### config.mk
export PLATFORM = sky130hd
export DESIGN_NAME = seg7_scan_to_bcd
export DESIGN_NICKNAME = d
export VERILOG_FILES = /design/src/rtl/seg7_scan_to_bcd.sv
export SDC_FILE = /design/constraint.sdc
export NUM_CORES = 1
export LEC_CHECK = 0
export BUFFER_PORTS_ARGS = -buffer_cell sky130_fd_sc_hd__buf_2
export CAP_MARGIN = 20
export CORE_UTILIZATION = 61
export DETAILED_ROUTE_END_ITERATION = 10
export PLACE_DENSITY = 0.84
export SETUP_SLACK_MARGIN = 0.3
export SYNTH_ARGS = -nofsm -noshare
export SYNTH_HDL_FRONTEND = slang
export SYNTH_SLANG_ARGS = --single-unit
### constraint.sdc
create_clock -name clk_i -period 5.5 [get_ports clk_i]
set_clock_uncertainty 0.15 [all_clocks]
set_input_delay 1.1 -clock clk_i [delete_from_list [all_inputs] [get_ports clk_i]]
set_output_delay 1.1 -clock clk_i [all_outputs]
set_load 0.05 [all_outputs]
### src/rtl/seg7_scan_to_bcd.sv
// Recovers BCD digits from a multiplexed 7-segment drive: samples, filters, decodes and frames NDIG digits.
// Optional SEG7_ERRCNT_EN adds err_count_o, a saturating count of illegal digits accepted.
module seg7_scan_to_bcd #(
  parameter int NDIG       = 4,
  parameter int STABLE_CYC = 4
) (
  input  logic              clk_i,
  input  logic              rst_n_i,
  input  logic [6:0]        seg_i,
  input  logic [NDIG-1:0]   dig_en_i,
  output logic [4*NDIG-1:0] bcd_out_o,
  output logic [NDIG-1:0]   digit_err_o,
  output logic              frame_valid_o,
  input  logic              frame_ready_i,
`ifdef SEG7_ERRCNT_EN
  output logic [7:0]        err_count_o,
`endif
  output logic              overrun_o
);

  localparam int CW = $clog2(STABLE_CYC + 1);

  typedef enum logic {COLLECT, PRESENT} state_e;

  state_e                 state_q;
  logic [6:0]             seg_q;
  logic [NDIG-1:0]        en_q;
  logic [CW-1:0]          cnt_q, cnt_d;
  logic                   done_q, done_d;
  logic [NDIG-1:0][3:0]   shd_bcd_q, shd_bcd_d, bcd_q;
  logic [NDIG-1:0]        shd_err_q, shd_err_d, err_q;
  logic [NDIG-1:0]        seen_q, seen_all;
  logic                   fv_q, ov_q;
  logic                   onehot_in, accept, complete, hs;
  logic [3:0]             dec_nib;
  logic                   dec_err;

  assign onehot_in = (dig_en_i != '0) && ((dig_en_i & (dig_en_i - NDIG'(1))) == '0);

  // cnt_q = number of consecutive edges the current sample has been registered unchanged
  always_comb begin
    cnt_d = '0;
    if (onehot_in) begin
      if ({seg_i, dig_en_i} == {seg_q, en_q})
        cnt_d = (cnt_q == CW'(STABLE_CYC)) ? cnt_q : cnt_q + CW'(1);
      else
        cnt_d = CW'(1);
    end
  end

  assign accept = (cnt_q == CW'(STABLE_CYC)) && !done_q;
  assign done_d = (cnt_d == CW'(STABLE_CYC)) && (done_q || accept);

  always_comb begin
    dec_nib = 4'hE;
    dec_err = 1'b1;
    case (seg_q)
      7'b1111110: begin dec_nib = 4'h0; dec_err = 1'b0; end
      7'b0110000: begin dec_nib = 4'h1; dec_err = 1'b0; end
      7'b1101101: begin dec_nib = 4'h2; dec_err = 1'b0; end
      7'b1111001: begin dec_nib = 4'h3; dec_err = 1'b0; end
      7'b0110011: begin dec_nib = 4'h4; dec_err = 1'b0; end
      7'b1011011: begin dec_nib = 4'h5; dec_err = 1'b0; end
      7'b1011111: begin dec_nib = 4'h6; dec_err = 1'b0; end
      7'b1110000: begin dec_nib = 4'h7; dec_err = 1'b0; end
      7'b1111111: begin dec_nib = 4'h8; dec_err = 1'b0; end
      7'b1111011: begin dec_nib = 4'h9; dec_err = 1'b0; end
      7'b0000000: begin dec_nib = 4'hF; dec_err = 1'b0; end
      default:    begin dec_nib = 4'hE; dec_err = 1'b1; end
    endcase
  end

  always_comb begin
    shd_bcd_d = shd_bcd_q;
    shd_err_d = shd_err_q;
    for (int i = 0; i < NDIG; i++) begin
      if (accept && en_q[i]) begin
        shd_bcd_d[i] = dec_nib;
        shd_err_d[i] = dec_err;
      end
    end
  end

  assign seen_all = seen_q | (accept ? en_q : '0);
  assign complete = accept && (&seen_all);
  assign hs       = fv_q && frame_ready_i;

  always_ff @(posedge clk_i or negedge rst_n_i) begin
    if (!rst_n_i) begin
      state_q   <= COLLECT;
      seg_q     <= '0;
      en_q      <= '0;
      cnt_q     <= '0;
      done_q    <= 1'b0;
      shd_bcd_q <= '0;
      shd_err_q <= '0;
      seen_q    <= '0;
      bcd_q     <= '0;
      err_q     <= '0;
      fv_q      <= 1'b0;
      ov_q      <= 1'b0;
    end else begin
      seg_q     <= seg_i;
      en_q      <= dig_en_i;
      cnt_q     <= cnt_d;
      done_q    <= done_d;
      shd_bcd_q <= shd_bcd_d;
      shd_err_q <= shd_err_d;
      seen_q    <= complete ? '0 : seen_all;
      if (complete) begin
        // a frame landing on an unaccepted one flags overrun; a same-edge handshake does not
        bcd_q   <= shd_bcd_d;
        err_q   <= shd_err_d;
        fv_q    <= 1'b1;
        ov_q    <= fv_q && !frame_ready_i;
        state_q <= PRESENT;
      end else if (hs) begin
        fv_q    <= 1'b0;
        ov_q    <= 1'b0;
        state_q <= COLLECT;
      end
    end
  end

`ifdef SEG7_ERRCNT_EN
  logic [7:0] ecnt_q;
  always_ff @(posedge clk_i or negedge rst_n_i) begin
    if (!rst_n_i)                                 ecnt_q <= '0;
    else if (hs)                                  ecnt_q <= '0;
    else if (accept && dec_err && ecnt_q != 8'hFF) ecnt_q <= ecnt_q + 8'd1;
  end
  assign err_count_o = ecnt_q;
`endif

  assign bcd_out_o     = bcd_q;
  assign digit_err_o   = err_q;
  assign frame_valid_o = fv_q;
  assign overrun_o     = ov_q;

endmodule

==> flow_metrics.tcl <==
set metrics [dict create \
    timing.fmax_ghz 0.3991 \
    maxCapViolations 0 \
    netlist_instances 268 \
    cp_slowest_stage_delay_ps 550 \
    place.port_buffers 35 \
    synth_top_family_by_area "simple AND/OR/NAND/NOR gates" \
    synth_edf_count 0 \
    finalHoldViolCount 0 \
    clock_latency_ps 340 \
    ant_nets 0 \
    status "finished, final reports clean" \
    cp.arrival_ps 2610 \
    nets 317 \
    cp.depth 6 \
    yosysTopAreaCell "dfrtp_1" \
    grt_remaining_overflow 0 \
    core_mm2 0.004324 \
    path_max_fanout 5 \
    via_count 2065 \
    dieArea_mm2 0.004764 \
    track_usage_pct 25.85 \
    post_synth_fa_ha_maj_area_fraction_pct 0.9132 \
    power_uw 994.4 \
    post_cts_resize_count 0 \
    synth.ff_latch_count 61 \
    ir_worst_vdd_uv 239.9 \
    cts_sinks 61 \
    drcViolationCount 0 \
    fin_tns_setup_ps 0 \
    yosysMostFrequentCell "dfrtp_1" \
    cts_inserted_buffers 9 \
    gp_congestion 0.7940 \
    viasPerCell 5.768 \
    slew_viol_final 0 \
    r2r-start "cnt_q[0]" \
    worst_pin_slew_ps 769.0 \
    top_level_ports 36 \
    cp-startpoint "dig_en_i[3]" \
    grt_pass1_wl_mm 9.487 \
    fin_crit_sh_pct 45.55 \
    endpoint "done_q" \
    critPathBufInv 1 \
    path_cells "buf_2 -> xor2_1 -> nor4_1 -> nand3_1 -> or4_1 -> nor3_1" \
    required_ps 5610 \
    dpl.hpwl_mm 3.596 \
    setup_viol 0 \
    synthXorXnorAreaFrac_pct 4.475 \
    wl_per_cell_um 15.38 \
    synth_compound_area_share_pct 9.635 \
    end_kind "register" \
    post_cts_buffers 0 \
    antenna_cells 0 \
    num_rows 24 \
    synth_nets 284 \
    p_leak_uw 0.001572 \
    fillCellCount 317 \
    rsz0062_at_grt "no" \
    drive_gt1_share_pct 21.24 \
    grt_pass1_vias 2012 \
    clockBufferDepth 2 \
    slew-limit-headroom_pct 48.26 \
    hp-class "register to register" \
    ys_warn_count 0 \
    synthArstFlopShare_pct 100.0 \
    synth.area.mux_share_pct 0.3653 \
    syn-cell-area_mm2 0.002740 \
    ys.flop_type "dfrtp_1" \
    setup_ws_ps 2995 \
    synth.distinct_cells 46 \
    clkTransAtPathRegs_ps 70 \
    r2r_slack_ps 3040 \
    cts_max_level 3 \
    criticalPathCategory "input port to register" \
    grt_start_max_net_pins 62 \
    synthSimpleGateAreaFrac_pct 23.47 \
    whs_ps 323.1 \
    r2r-end "bcd_out_o[3]" \
    synth_top_area_share_pct 55.71 \
    syn_avg_cell_area_um2 10.22 \
    final.min_clock_period_ps 2505 \
    postLayoutCoreUtil_pct 72.42 \
    postRouteWirelength_mm 5.505 \
    grt_antenna_before_repair 0 \
    synth_area_leaders "dfrtp_1 (56%), nand2_1 (5.6%), nor2_1 (4.9%), xor2_1 (4.2%), o31ai_1 (2.5%)" \
    startpoint_type "input port" \
    die_w_um 69.02 \
    p_per_area_mw_per_mm2 317.5 \
    reg2reg_depth 7 \
    crit_slowest_cell "or4_1" \
    initial_core_util_pct 63.37 \
    cts_hold_buf 0 \
    dr.pass1.iters 4 \
    syn2layout_area_growth_pct 14.29 \
    drt_iter0_drc 151 \
    seq_area_frac_synth_pct 55.71 \
    netlist_top_cells_count "dfrtp_1 (61), nand2_1 (41), nor2_1 (36), xor2_1 (13), nor3_1 (10)" \
    die_h_um 69.02 \
    pre_cts_ws_ps 2622 \
    path_delay_family "simple AND/OR/NAND/NOR gates" \
    hp-start "bcd_out_o[12]" \
    cts_root_buf "clkbuf_8" \
    cts_tree "done" \
]
-- cell type report --
type / count / area (um^2) / area share (%)
clock inverters: 6 / 110.1 / 3.516
clock buffers: 10 / 137.6 / 4.395
inverters: 8 / 30.03 / 0.9589
multi-input cells: 184 / 1065 / 34.00
well taps: 52 / 65.06 / 2.078
repair buffers: 37 / 197.7 / 6.312
flip-flops and latches: 61 / 1526 / 48.74
-- per-layer routing --
metal / up-vias / wire length, um / global-route usage [%]
li1: 995 / - / -
met1: 992 / 2393 / 35.73
met2: 68 / 2674 / 38.94
met3: 10 / 340 / 5.556
met4: 0 / 97 / 12.93
met5: - / 0 / 0
-- cells in the final DEF (no fill, tap or decap), types with 2 or more instances in the layout --
cell / Yosys / layout
a21boi_0: 4 / 4
a21oi_1: 4 / 4
a31oi_1: 8 / 8
and2_0: 2 / 2
and2_1: 2 / 2
and3_2: 2 / 2
buf_2: 2 / 35
bufinv_16: 0 / 3
clkbuf_8: 0 / 10
clkinvlp_4: 0 / 2
dfrtp_1: 61 / 61
ha_1: 2 / 2
inv_1: 8 / 8
nand2_1: 41 / 41
nand3_1: 6 / 6
nand3b_1: 3 / 3
nor2_1: 36 / 36
nor3_1: 10 / 10
nor4_1: 9 / 9
o21a_1: 2 / 2
o21ai_0: 7 / 7
o21ai_1: 2 / 2
o31ai_1: 9 / 9
or4_1: 2 / 2
xor2_1: 13 / 13
-- where the power goes --
group          internal, uW  total [uW]  switching (uW)
logic                  15.3        40.7            25.4
clock network           312         490             178
registers               454         464            9.90
-- how the worst min path moves through the flow --
| stage | end | slack [ps] | cells after the start |
|---|---|---|---|
| final | bcd_out_o[12] | 320 | 2 |
| after global routing | shd_bcd_q[6] | 360 | 2 |
| after CTS | shd_err_q[0] | 320 | 2 |
| after detailed placement | shd_err_q[0] | 310 | 2 |
| after global placement | shd_bcd_q[15] | 300 | 2 |
| after floorplan | shd_bcd_q[11] | 290 | 2 |
-- worst min-delay path, delay by kind of cell (launching register included) --
family / cells / cell delay (ps)
DFF: 1 / 340
and+or+nand+nor: 1 / 40
AOI/OAI and AO/OA: 1 / 60
-- logic make-up (layout without fill, tap and decap cells) --
family,count (synthesis),count (layout)
compound gates,40,40
xor+xnor,14,14
flops,61,61
mux,1,1
buf+inv,23,61
simple gates,127,127
fa+ha+maj,2,2
-- per-stage QoR --
step / instance area, um^2 / instances
global placement: 2869 / 341
global route: 3132 / 358
finish: 3132 / 358
CTS: 3117 / 357
detailed placement: 2869 / 341
floorplan: 2740 / 268
-- sequential cells by signal, summed over array words and instances (netlist names) --
name	cells
bcd_out_o	16
cnt_q	3
digit_err_o	4
done_q	1
en_q	4
frame_valid_o	1
overrun_o	1
seen_q	4
seg_q	7
shd_bcd_q	16
shd_err_q	4
(Power assumes the default switching activity.)
